<file path="config.mk">
export PLATFORM = sky130hd
export DESIGN_NAME = mem_port_arbiter_flat
export DESIGN_NICKNAME = d
export VERILOG_FILES = /design/src/rtl/mem_port_arbiter_if.sv /design/src/rtl/mem_port_arbiter.sv /design/src/flat_wrapper.sv
export SDC_FILE = /design/constraint.sdc
export NUM_CORES = 1
export LEC_CHECK = 0
export CAP_MARGIN = 20
export CORE_AREA = 2 2 107 109
export CTS_BUF_LIST = sky130_fd_sc_hd__clkbuf_8
export DETAILED_ROUTE_END_ITERATION = 12
export DIE_AREA = 0 0 109 111
export PLACE_DENSITY = 0.64
export SYNTH_ARGS = -nofsm -noshare
export SYNTH_HDL_FRONTEND = slang
export SYNTH_SLANG_ARGS = --single-unit
</file>
<file path="constraint.sdc">
create_clock -name i_clk -period 1.8 [get_ports i_clk]
set_clock_uncertainty 0.2 [all_clocks]
set_input_delay 0.36 -clock i_clk [delete_from_list [all_inputs] [get_ports i_clk]]
set_output_delay 0.36 -clock i_clk [all_outputs]
set_load 0.01 [all_outputs]
</file>
<file path="src/rtl/mem_port_arbiter_if.sv">
// Request/response bundle shared by the fetch path, the load/store path,
// the memory port arbiter and the unified memory macro.
interface mem_port_arbiter_if #(
    parameter int ADDR_WIDTH = 32,
    parameter int DATA_WIDTH = 32
);
    localparam int BW = DATA_WIDTH / 8;

    logic                  i_if_req;
    logic [ADDR_WIDTH-1:0] i_if_addr;
    logic                  i_if_flush;
    logic                  o_if_gnt;
    logic                  o_if_rvalid;
    logic [DATA_WIDTH-1:0] o_if_rdata;

    logic                  i_ls_req;
    logic                  i_ls_we;
    logic [ADDR_WIDTH-1:0] i_ls_addr;
    logic [DATA_WIDTH-1:0] i_ls_wdata;
    logic [BW-1:0]         i_ls_be;
    logic                  o_ls_gnt;
    logic                  o_ls_rvalid;
    logic [DATA_WIDTH-1:0] o_ls_rdata;

    logic                  o_mem_req;
    logic                  o_mem_we;
    logic [ADDR_WIDTH-1:0] o_mem_addr;
    logic [DATA_WIDTH-1:0] o_mem_wdata;
    logic [BW-1:0]         o_mem_be;
    logic [DATA_WIDTH-1:0] i_mem_rdata;

    logic                  o_busy;

    modport master (
        output i_if_req, i_if_addr, i_if_flush,
        output i_ls_req, i_ls_we, i_ls_addr,
        output i_ls_wdata, i_ls_be, i_mem_rdata,
        input  o_if_gnt, o_if_rvalid, o_if_rdata,
        input  o_ls_gnt, o_ls_rvalid, o_ls_rdata,
        input  o_mem_req, o_mem_we, o_mem_addr,
        input  o_mem_wdata, o_mem_be, o_busy
    );

    modport slave (
        input  i_if_req, i_if_addr, i_if_flush,
        input  i_ls_req, i_ls_we, i_ls_addr,
        input  i_ls_wdata, i_ls_be, i_mem_rdata,
        output o_if_gnt, o_if_rvalid, o_if_rdata,
        output o_ls_gnt, o_ls_rvalid, o_ls_rdata,
        output o_mem_req, o_mem_we, o_mem_addr,
        output o_mem_wdata, o_mem_be, o_busy
    );
endinterface

</file>
<file path="src/rtl/mem_port_arbiter.sv">
// Round-robin arbiter sharing one fixed-latency memory port between
// instruction fetch and load/store, one transaction in flight at a time.
module mem_port_arbiter #(
    parameter int ADDR_WIDTH  = 32,
    parameter int DATA_WIDTH  = 32,
    parameter int MEM_LATENCY = 2
) (
    input logic               i_clk,
    input logic               i_reset,
    mem_port_arbiter_if.slave bus
);
    localparam int BW = DATA_WIDTH / 8;
    localparam int CW = $clog2(MEM_LATENCY + 1);
    localparam logic [CW-1:0] LAT = CW'(MEM_LATENCY);

    typedef enum logic { IDLE, BUSY } state_t;
    typedef enum logic { OWN_IF, OWN_LS } owner_t;

    state_t        state;
    logic [CW-1:0] cnt;
    owner_t        owner;
    owner_t        last_grant;
    logic          flushed;
    logic          store_q;

    logic final_cyc;
    logic arb_en;
    logic gnt_if;
    logic gnt_ls;
    logic rsp;
    logic if_rv;
    logic ls_rv;

    assign final_cyc = (state == BUSY) && (cnt == LAT);
    assign arb_en    = !i_reset && (state == IDLE || final_cyc);

    // On a tie the requester that did not win last time goes first.
    assign gnt_ls = arb_en && bus.i_ls_req &&
                    (!bus.i_if_req || last_grant == OWN_IF);
    assign gnt_if = arb_en && bus.i_if_req && !gnt_ls;

    always_comb begin
        bus.o_mem_req   = 1'b0;
        bus.o_mem_we    = 1'b0;
        bus.o_mem_addr  = {ADDR_WIDTH{1'b0}};
        bus.o_mem_wdata = {DATA_WIDTH{1'b0}};
        bus.o_mem_be    = {BW{1'b0}};
        unique case (1'b1)
            gnt_ls: begin
                bus.o_mem_req   = 1'b1;
                bus.o_mem_we    = bus.i_ls_we;
                bus.o_mem_addr  = bus.i_ls_addr;
                bus.o_mem_wdata = bus.i_ls_wdata;
                bus.o_mem_be    = bus.i_ls_be;
            end
            gnt_if: begin
                bus.o_mem_req  = 1'b1;
                bus.o_mem_addr = bus.i_if_addr;
                bus.o_mem_be   = {BW{1'b1}};
            end
            default: ;
        endcase
    end

    assign rsp   = final_cyc && !i_reset;
    assign if_rv = rsp && owner == OWN_IF && !flushed;
    assign ls_rv = rsp && owner == OWN_LS;

    assign bus.o_if_gnt    = gnt_if;
    assign bus.o_ls_gnt    = gnt_ls;
    assign bus.o_if_rvalid = if_rv;
    assign bus.o_ls_rvalid = ls_rv;
    assign bus.o_if_rdata  = if_rv ? bus.i_mem_rdata
                                   : {DATA_WIDTH{1'b0}};
    assign bus.o_ls_rdata  = (ls_rv && !store_q) ? bus.i_mem_rdata
                                                 : {DATA_WIDTH{1'b0}};
    assign bus.o_busy      = (state == BUSY) && !i_reset;

    always_ff @(posedge i_clk) begin
        if (i_reset) begin
            state      <= IDLE;
            cnt        <= '0;
            owner      <= OWN_IF;
            last_grant <= OWN_IF;
            flushed    <= 1'b0;
            store_q    <= 1'b0;
        end else if (gnt_if || gnt_ls) begin
            state      <= BUSY;
            cnt        <= CW'(1);
            owner      <= gnt_ls ? OWN_LS : OWN_IF;
            last_grant <= gnt_ls ? OWN_LS : OWN_IF;
            flushed    <= gnt_if && bus.i_if_flush;
            store_q    <= gnt_ls && bus.i_ls_we;
        end else if (state == BUSY) begin
            if (final_cyc) begin
                state <= IDLE;
                cnt   <= '0;
            end else begin
                cnt <= cnt + CW'(1);
            end
            if (owner == OWN_IF && bus.i_if_flush)
                flushed <= 1'b1;
        end
    end
endmodule
</file>
<file path="src/flat_wrapper.sv">
// flat-port wrapper written by rule: the top's interface ports become plain ports
module mem_port_arbiter_flat 
#(
    parameter int ADDR_WIDTH  = 32,
    parameter int DATA_WIDTH  = 32,
    parameter int MEM_LATENCY = 2
)
  (i_clk, i_reset, bus_i_if_req, bus_i_if_addr, bus_i_if_flush, bus_i_ls_req, bus_i_ls_we, bus_i_ls_addr, bus_i_ls_wdata, bus_i_ls_be, bus_i_mem_rdata, bus_o_if_gnt, bus_o_if_rvalid, bus_o_if_rdata, bus_o_ls_gnt, bus_o_ls_rvalid, bus_o_ls_rdata, bus_o_mem_req, bus_o_mem_we, bus_o_mem_addr, bus_o_mem_wdata, bus_o_mem_be, bus_o_busy);
  mem_port_arbiter_if #(.ADDR_WIDTH(ADDR_WIDTH), .DATA_WIDTH(DATA_WIDTH)) bus_i ();
  input logic i_clk;
  input logic i_reset;
  input wire logic [$bits(bus_i.i_if_req)-1:0] bus_i_if_req;
  input wire logic [$bits(bus_i.i_if_addr)-1:0] bus_i_if_addr;
  input wire logic [$bits(bus_i.i_if_flush)-1:0] bus_i_if_flush;
  input wire logic [$bits(bus_i.i_ls_req)-1:0] bus_i_ls_req;
  input wire logic [$bits(bus_i.i_ls_we)-1:0] bus_i_ls_we;
  input wire logic [$bits(bus_i.i_ls_addr)-1:0] bus_i_ls_addr;
  input wire logic [$bits(bus_i.i_ls_wdata)-1:0] bus_i_ls_wdata;
  input wire logic [$bits(bus_i.i_ls_be)-1:0] bus_i_ls_be;
  input wire logic [$bits(bus_i.i_mem_rdata)-1:0] bus_i_mem_rdata;
  output wire logic [$bits(bus_i.o_if_gnt)-1:0] bus_o_if_gnt;
  output wire logic [$bits(bus_i.o_if_rvalid)-1:0] bus_o_if_rvalid;
  output wire logic [$bits(bus_i.o_if_rdata)-1:0] bus_o_if_rdata;
  output wire logic [$bits(bus_i.o_ls_gnt)-1:0] bus_o_ls_gnt;
  output wire logic [$bits(bus_i.o_ls_rvalid)-1:0] bus_o_ls_rvalid;
  output wire logic [$bits(bus_i.o_ls_rdata)-1:0] bus_o_ls_rdata;
  output wire logic [$bits(bus_i.o_mem_req)-1:0] bus_o_mem_req;
  output wire logic [$bits(bus_i.o_mem_we)-1:0] bus_o_mem_we;
  output wire logic [$bits(bus_i.o_mem_addr)-1:0] bus_o_mem_addr;
  output wire logic [$bits(bus_i.o_mem_wdata)-1:0] bus_o_mem_wdata;
  output wire logic [$bits(bus_i.o_mem_be)-1:0] bus_o_mem_be;
  output wire logic [$bits(bus_i.o_busy)-1:0] bus_o_busy;
  assign bus_i.i_if_req = bus_i_if_req;
  assign bus_i.i_if_addr = bus_i_if_addr;
  assign bus_i.i_if_flush = bus_i_if_flush;
  assign bus_i.i_ls_req = bus_i_ls_req;
  assign bus_i.i_ls_we = bus_i_ls_we;
  assign bus_i.i_ls_addr = bus_i_ls_addr;
  assign bus_i.i_ls_wdata = bus_i_ls_wdata;
  assign bus_i.i_ls_be = bus_i_ls_be;
  assign bus_i.i_mem_rdata = bus_i_mem_rdata;
  assign bus_o_if_gnt = bus_i.o_if_gnt;
  assign bus_o_if_rvalid = bus_i.o_if_rvalid;
  assign bus_o_if_rdata = bus_i.o_if_rdata;
  assign bus_o_ls_gnt = bus_i.o_ls_gnt;
  assign bus_o_ls_rvalid = bus_i.o_ls_rvalid;
  assign bus_o_ls_rdata = bus_i.o_ls_rdata;
  assign bus_o_mem_req = bus_i.o_mem_req;
  assign bus_o_mem_we = bus_i.o_mem_we;
  assign bus_o_mem_addr = bus_i.o_mem_addr;
  assign bus_o_mem_wdata = bus_i.o_mem_wdata;
  assign bus_o_mem_be = bus_i.o_mem_be;
  assign bus_o_busy = bus_i.o_busy;
  mem_port_arbiter #(.ADDR_WIDTH(ADDR_WIDTH), .DATA_WIDTH(DATA_WIDTH), .MEM_LATENCY(MEM_LATENCY)) u_core (.i_clk(i_clk), .i_reset(i_reset), .bus(bus_i));
endmodule
</file>
Yosys cells after proc, flatten, opt, wreduce, memory -nomap -nowiden
Index checks and enable logic that the tools add are counted.
{"block": "totals", "regBits": 6, "inputBits": 138, "out_inout_bits": 139}
{"block": "op_classes", "add_sub_neg": 1, "eq_ne": 1, "mux": 17, "bitwise_logic": 2, "reduce_logical": 28}
{"cell": "32-bit 2-to-1 mux", "count": 3}
{"cell": "32-bit one-hot mux with 2 select lines", "count": 1}
{"cell": "1-bit logical AND", "count": 15}
{"cell": "1-bit 2-to-1 mux", "count": 11}
{"cell": "4-bit one-hot mux with 2 select lines", "count": 1}
{"cell": "1-bit logical NOT", "count": 5}
{"cell": "2-bit nonzero test", "count": 2}
{"cell": "2-bit OR reduction", "count": 2}
{"cell": "1-bit logical OR", "count": 3}
{"cell": "2-bit by 1-bit adder with 2-bit output, second input constant", "count": 1}
{"cell": "2-bit equality test, second input constant", "count": 1}
{"cell": "2-bit 2-to-1 mux", "count": 1}
{"cell": "1-bit inverter", "count": 2}
{"cell": "2-bit AND reduction", "count": 1}

Logic depth before layout (Yosys ltp)
Gate-level depths: netlist (run 1).
{"block": "logic_depth", "depth_word": 11, "depth_mapped": 5, "depth_no_buf": 3}

Worst setup path after synthesis (run 1)
OpenSTA, ideal clock, no wires.
{"block": "synth_timing", "kind": "input port to output port", "startpoint": "in i_reset", "endpoint": "out bus_o_if_rdata[22]", "arrival_ns": 1.393, "setup_slack_ns": -0.153, "cell_stages": 5, "path_buffers": 2, "path_cell_list": "clkbuf_2 nor2b_4 nor4b_4 buf_6 and2_2"}
{"block": "synth_between", "elab_chain_len": 5}
{"item": "start: declaration", "line": "flat_wrapper.sv:11", "rtl": "input logic i_reset;"}
{"item": "1-bit logical NOT", "line": "mem_port_arbiter.sv:65", "rtl": "assign rsp = final_cyc && !i_reset;"}
{"item": "1-bit logical AND", "line": "mem_port_arbiter.sv:65"}
{"item": "1-bit logical AND (2 in series)", "line": "mem_port_arbiter.sv:66", "rtl": "assign if_rv = rsp && owner == OWN_IF && !flushed;"}
{"item": "net bus_o_if_rvalid", "line": "flat_wrapper.sv:22", "rtl": "output wire logic [$bits(bus_i.o_if_rvalid)-1:0] bus_o_if_rvalid;"}
{"item": "32-bit 2-to-1 mux", "line": "mem_port_arbiter.sv:73", "rtl": "assign bus.o_if_rdata = if_rv ? bus.i_mem_rdata"}
{"item": "end: declaration", "line": "flat_wrapper.sv:23", "rtl": "output wire logic [$bits(bus_i.o_if_rdata)-1:0] bus_o_if_rdata;"}
The timed path passes the listed nets, and every way through them passes these cells.

Worst setup path in the final report (run 1)
{"block": "layout_timing", "startpoint": "reg u_core.cnt[0]", "endpoint": "out bus_o_if_rdata[25]"}
{"block": "layout_between", "elab_chain_len": 6}
{"item": "start: declaration", "line": "mem_port_arbiter.sv:20", "rtl": "logic [CW-1:0] cnt;"}
{"item": "start signal: assignment", "line": "mem_port_arbiter.sv:99", "rtl": "cnt <= cnt + CW'(1);"}
{"item": "2-bit equality test", "line": "mem_port_arbiter.sv:34", "rtl": "assign final_cyc = (state == BUSY) && (cnt == LAT);"}
{"item": "1-bit logical AND", "line": "mem_port_arbiter.sv:34"}
{"item": "1-bit logical AND", "line": "mem_port_arbiter.sv:65"}
{"item": "1-bit logical AND (2 in series)", "line": "mem_port_arbiter.sv:66"}
{"item": "32-bit 2-to-1 mux", "line": "mem_port_arbiter.sv:73"}
Every way passes these cells.

==> run summary, run 1 <==
Final core utilization: 57.7%
Max_slew headroom: 75.3%
Initial Utilization: 14.3%
GRT Residual Overflow: 0
Synthesized instance count: 235
Top_reg_cell synth: dfxtp_1
WHS: 0.283 ns
Critical Path Start Type: register
Nets: 735
Die width: 109 microns
Clock Latency Late Sink: 0.22 ns
Antenna viol nets, final: 0
WL/cell: 17.6 microns
Final Hold Vio Count: 0
Violated checks: negative setup slack
Worst Reg-to-Reg Cells: 9
Largest net degree at the start of global routing: 20
Final Worst Setup Slack: -0.557 ns
H-tree depth: 1
CP required: 1.24 ns
Clock Path Buffers: 2
Seq/Total Area, Yosys: 7.57%
Net Count, Synth: 373
Yosys reg bits: 6
Buffers added on ports: 276
Mapped Avg Cell Area: 6.76 sq um
Vias: 3271
Pleak: 2.86 nW
Share of the clock period used by the worst path: 131%
Antenna Cells: 0
Mapped Area: 1590 sq um
Clock root buffer: clkbuf_8
Detailed Route Iter0 Violations: 101
Worst-path clk slew: 0.04 ns
Post-synth EDFFs: 0
Kind of critical path: reg -> out
Commonest non-fill, non-tap cells in the layout: 152 x buf_6, 134 x clkdlybuf4s50_1, 91 x and2_4
Worst EP arrival: 1.80 ns
Share of cells above drive strength 1: 66.4%
Remaining routing DRC violations: 0
Warnings from Yosys: 0
Max-slew violation count: 0
GRT Overall Usage: 19.9%
Peak Freq: 424 MHz
Synth cell types: 32
Crit path max fanout: 6
Peak VDD IR: 0.169 mV
Clk sinks: 6
Status: finished, violations left
P&R area growth vs syn: 303%
Top Ports: 277
Initial antenna violation count: 0
Total CTS buffers: 3
RSZ-0062 raised after global routing: yes
Vias in the first global route: 3394
Minimum clock period: 2.36 ns
Rows: 39
Worst Tran Pin Value: 0.361 ns
Maxcap violations: 0
Min-Delay Path Depth: 2
Core area: 11100 sq um
Commonest non-fill, non-tap cell in the layout: buf_6
Global-route wire length before repair: 18.7 mm
Drt first pass iters: 4
Final setup viols: 137
DP Wirelength: 7.87 mm
CTS tree: done
Asr flop ratio synth: 0%
Via/cell ratio: 4.43
HP Class: reg -> reg
Die area: 12100 sq um
Pwr Total: 1.58 mW
Crit end category: primary output
Dpl ws: -1.04 ns
Total wire length: 13.0 mm
Final cell count without fillers: 738
Hold-fix buffers, CTS: 0
Routability cong.: 0.775
PD cells: 247 nW/um^2
Die outline height: 111 microns
Cells after DPL: 656
[kinds of logic after synthesis]
kind of cell / share of synthesized area (%)
flops: 7.57
compound gates: 25.5
mux: 0.709
buf+inv: 10.2
simple gates: 56.0
[cell usage after synthesis (all sizes together) (2+ instances only)]
cell type	instances	area share [%]
a21oi	7	2.2
a32oi	32	18
and2	97	39
buf	14	6.0
clkbuf	13	3.5
dfxtp	6	7.6
inv	3	0.71
nand2	7	1.7
nand2b	2	0.79
nor2	36	8.5
nor3b	2	0.95
nor4b	2	3.0
[metal layers]
| metal | wire length [microns] | vias up | GRT usage (%) |
|---|---|---|---|
| met1 | 4490 | 1537 | 20.8 |
| met2 | 7060 | 177 | 39.0 |
| li1 | - | 1545 | - |
| met5 | 0 | - | 0 |
| met4 | 166 | 0 | 4.19 |
| met3 | 1260 | 12 | 4.53 |
[report_power, final]
part	total, mW	switching, mW	leakage, nW	internal, mW
logic	1.23	0.440	2.79	0.787
registers	0.156	0.0116	0.0504	0.145
clock network	0.198	0.0548	0.0216	0.143
[registers in the layout (all words and copies together), names as in the netlist]
| register | cells |
|---|---|
| u_core.cnt | 2 |
| u_core.flushed | 1 |
| u_core.owner | 1 |
| u_core.state | 1 |
| u_core.store_q | 1 |
[through the flow]
stage | cell area (sq um) | setup TNS [ns]
final | 6400 | -59.84
after global routing | 6400 | -69.91
after CTS | 6250 | -71.86
after global placement | 4850 | -128.28
after floorplan | 1780 | -5.61
after detailed placement | 4850 | -130.77
[area by class of cell]
cell class	instances	area, sq um
fillers	959	4680
inverters	3	11.3
well taps	143	179
flip-flops and latches	6	125
clock buffers	3	41.3
repair buffers	383	4240
multi-input cells	200	1800
[repair_timing]
item                                    in CTS  in global routing
pin swaps                                   58                 10
endpoints found under the setup margin     139                141
resized for setup                          733                113
setup buffers                               60                 10
gates cloned                                19                  1
[final timing paths]
kind / endpoint / startpoint / slack [ns]
min reg2reg: u_core.store_q / u_core.store_q / 0.28
max: bus_o_if_rdata[25] / u_core.cnt[0] / -0.56
min: u_core.store_q / u_core.store_q / 0.28
max reg2reg: u_core.store_q / u_core.cnt[0] / 0
[worst max-delay path: stages (launching register included)]
cell and delay, ns:
dfxtp_2 0.31, nand2b_4 0.14, buf_6 0.12, buf_6 0.11, nor4b_4 0.26, buf_6 0.17
buf_6 0.13, buf_6 0.11, and2_4 0.13, buf_6 0.09
Power figures use the tool's default switching activity.
==> inputs of run 2 (changes only) <==
Settings changed: CORE_AREA 2 2 107 109 to 2 2 108 110, DIE_AREA 0 0 109 111 to 0 0 110 112, PLACE_DENSITY 0.64 to 0.61.
Clock period 1.8 ns to 2.43 ns, I/O delays scaled along.
==> run 2 against run 1 <==
The flow now finishes without violations; first-iteration DRC count decreased by 6.9%; via count shrank 14%; clock power is 24% lower.
==> run summary, run 2 (synthesis results as in run 1) <==
Commonest non-fill, non-tap cell in the layout: clkdlybuf4s50_1 (was buf_6)
Clock root buffer: clkbuf_8 (unchanged)
Rows: 39 (unchanged)
Fill count: 1207 (was 959)
Total CTS buffers: 3 (unchanged)
Clk sinks: 6 (unchanged)
Drt first pass iters: 4 (unchanged)
PD cells: 199 nW/um^2 (was 247 nW/um^2)
Crit path max fanout: 11 (was 6)
Worst r2r src: u_core.cnt[0] (unchanged)
Worst Reg-to-Reg Cells: 6 (was 9)
Global-route wire length before repair: 14.6 mm (was 18.7 mm)
Antenna viol nets, final: 0 (unchanged)
CP endpoint: bus_o_mem_addr[27] (was bus_o_if_rdata[25])
Share of cells above drive strength 1: 39.4% (was 66.4%)
Worst EP arrival: 1.73 ns (was 1.80 ns)
Crit end category: primary output (unchanged)
Core area: 11200 sq um (was 11100 sq um)
CTS tree: done (unchanged)
Clock Path Buffers: 2 (unchanged)
Critical Path Start Type: input pin (was register)
Routability cong.: 0.846 (was 0.775)
Reg2Reg Setup Slack: 0.94 ns (was 0 ns)
Biggest register: u_core.cnt (unchanged)
Antenna Cells: 0 (unchanged)
Status: finished clean (was finished, violations left)
Minimum clock period: 2.42 ns
WL/cell: 15.8 microns (was 17.6 microns)
Vias in the first global route: 2725 (was 3394)
P&R area growth vs syn: 175% (was 303%)
Remaining routing DRC violations: 0 (unchanged)
Final setup viols: 0 (was 137)
GRT Residual Overflow: 0 (unchanged)
Commonest non-fill, non-tap cells in the layout: 135 x clkdlybuf4s50_1, 84 x and2_1, 69 x buf_2 (was 152 x buf_6, 134 x clkdlybuf4s50_1, 91 x and2_4)
GRT Overall Usage: 14.9% (was 19.9%)
Via/cell ratio: 4.21 (was 4.43)
Worst Tran Pin Value: 0.383 ns (was 0.361 ns)
Peak Freq: 414 MHz
Kind of critical path: in -> out (was reg -> out)
Max_slew headroom: 73.8% (was 75.3%)
Initial antenna violation count: 0 (unchanged)
Die width: 110 microns (was 109 microns)
HP Class: reg -> reg (unchanged)
Worst-path clk slew: 0.04 ns (about the same)
Clock Latency Late Sink: 0.23 ns (was 0.22 ns)
Share of the clock period used by the worst path: 99.4%
Area occupied by multi-input gates: 1370 sq um (was 1800 sq um)
Reg area: 121 sq um (was 125 sq um)
H-tree depth: 1 (unchanged)
WHS: 0.284 ns (was 0.283 ns)
Maxcap violations: 0 (unchanged)
Max-slew violation count: 0 (unchanged)
Detailed Route Iter0 Violations: 94 (was 101)
RSZ-0062 raised after global routing: yes (unchanged)
Nets: 663 (was 735)
Die outline height: 112 microns (was 111 microns)
Vias: 2803 (was 3271)
Pleak: 2.07 nW (was 2.86 nW)
CP required: 1.74 ns (was 1.24 ns)
Die area: 12300 sq um (was 12100 sq um)
Final core utilization: 39.0% (was 57.7%)
Final Hold Vio Count: 0 (unchanged)
Total wire length: 10.5 mm (was 13.0 mm)
DP Wirelength: 7.81 mm (was 7.87 mm)
Number of flip-flops in the largest register: 2 (unchanged)
Largest net degree at the start of global routing: 39 (was 20)
Top Ports: 277 (unchanged)
Buffers added on ports: 276 (unchanged)
CP startpoint: bus_i_ls_req (was u_core.cnt[0])
Peak VDD IR: 0.185 mV (was 0.169 mV)
Reg2Reg Capture Point: u_core.store_q (unchanged)
Initial Utilization: 14.2% (was 14.3%)
run 2: cell types whose count changed in the layout (fill, tap and decap cells not counted), sizes merged:
| cell | change |
|---|---|
| clkdlybuf4s50 | +1 |
| bufbuf | -4 |
| dlygate4sd2 | +2 |
| buf | -138 |
| a21o | -1 |
| clkdlybuf4s15 | +8 |
| clkbuf | +60 |
run 2: report_power, final:
| part | total, mW | switching (mW) | internal, mW |
|---|---|---|---|
| Sequential | 0.115 | 0.00838 | 0.107 |
| Clock | 0.151 | 0.0444 | 0.107 |
| Combinational | 0.600 | 0.225 | 0.375 |
| Total | 0.866 | 0.278 | 0.588 |
run 2: cell type report:
cell class / instances / share of cell area (%)
Clock buffer: 3 / 0.947
Timing Repair Buffer: 312 / 60.5
Inverter: 3 / 0.258
Tap cell: 143 / 4.10
Sequential cell: 6 / 2.78
Multi-Input combinational cell: 199 / 31.4
run 2: what timing repair did:
| action | 4_1_cts | 5_1_grt |
|---|---|---|
| pin swaps | 10 | 12 |
| gates resized for setup | 381 | 136 |
| hold buffers | 0 | 0 |
| cloned | 5 | 3 |
| hold endpoints to repair | 0 | 0 |
| setup endpoints to repair | 139 | 121 |
| buffers inserted | 11 | 1 |
run 2: worst min path at each step:
stage               slack [ns]            from        endpoint  depth (start not counted)
floorplan                 0.26  u_core.store_q  u_core.store_q                          2
global placement          0.27  u_core.store_q  u_core.store_q                          2
detailed placement        0.29  u_core.store_q  u_core.store_q                          2
CTS                       0.29  u_core.store_q  u_core.store_q                          2
global route              0.32  u_core.store_q  u_core.store_q                          2
finish                    0.28  u_core.store_q  u_core.store_q                          2
run 2: per-stage QoR:
stage	total power [mW]	cells	cell area [sq um]	setup WS [ns]	TNS [ns]
floorplan	0.300	235	1590	0.225	0
global placement	0.690	646	4600	-0.634	-75.93
detailed placement	0.697	646	4600	-0.663	-77.07
CTS	0.888	665	4670	-0.118	-0.589
global route	0.921	666	4360	-0.0592	-0.315
finish	0.866	666	4360	0.0146	0
run 2: critical path, cell delays in order:
cell,delay (ns)
clkdlybuf4s15_2,0.19
buf_6,0.10
or2b_4,0.31
buf_12,0.16
a32oi_2,0.19
nor2_1,0.05
clkdlybuf4s15_2,0.23
run 2: routing by layer:
layer / global-route usage [%] / up-vias / wire length [microns]
met5: 0 / - / 0
li1: - / 1394 / -
met3: 3.28 / 13 / 941
met2: 28.1 / 126 / 5430
met1: 17.0 / 1270 / 3970
met4: 2.78 / 0 / 162
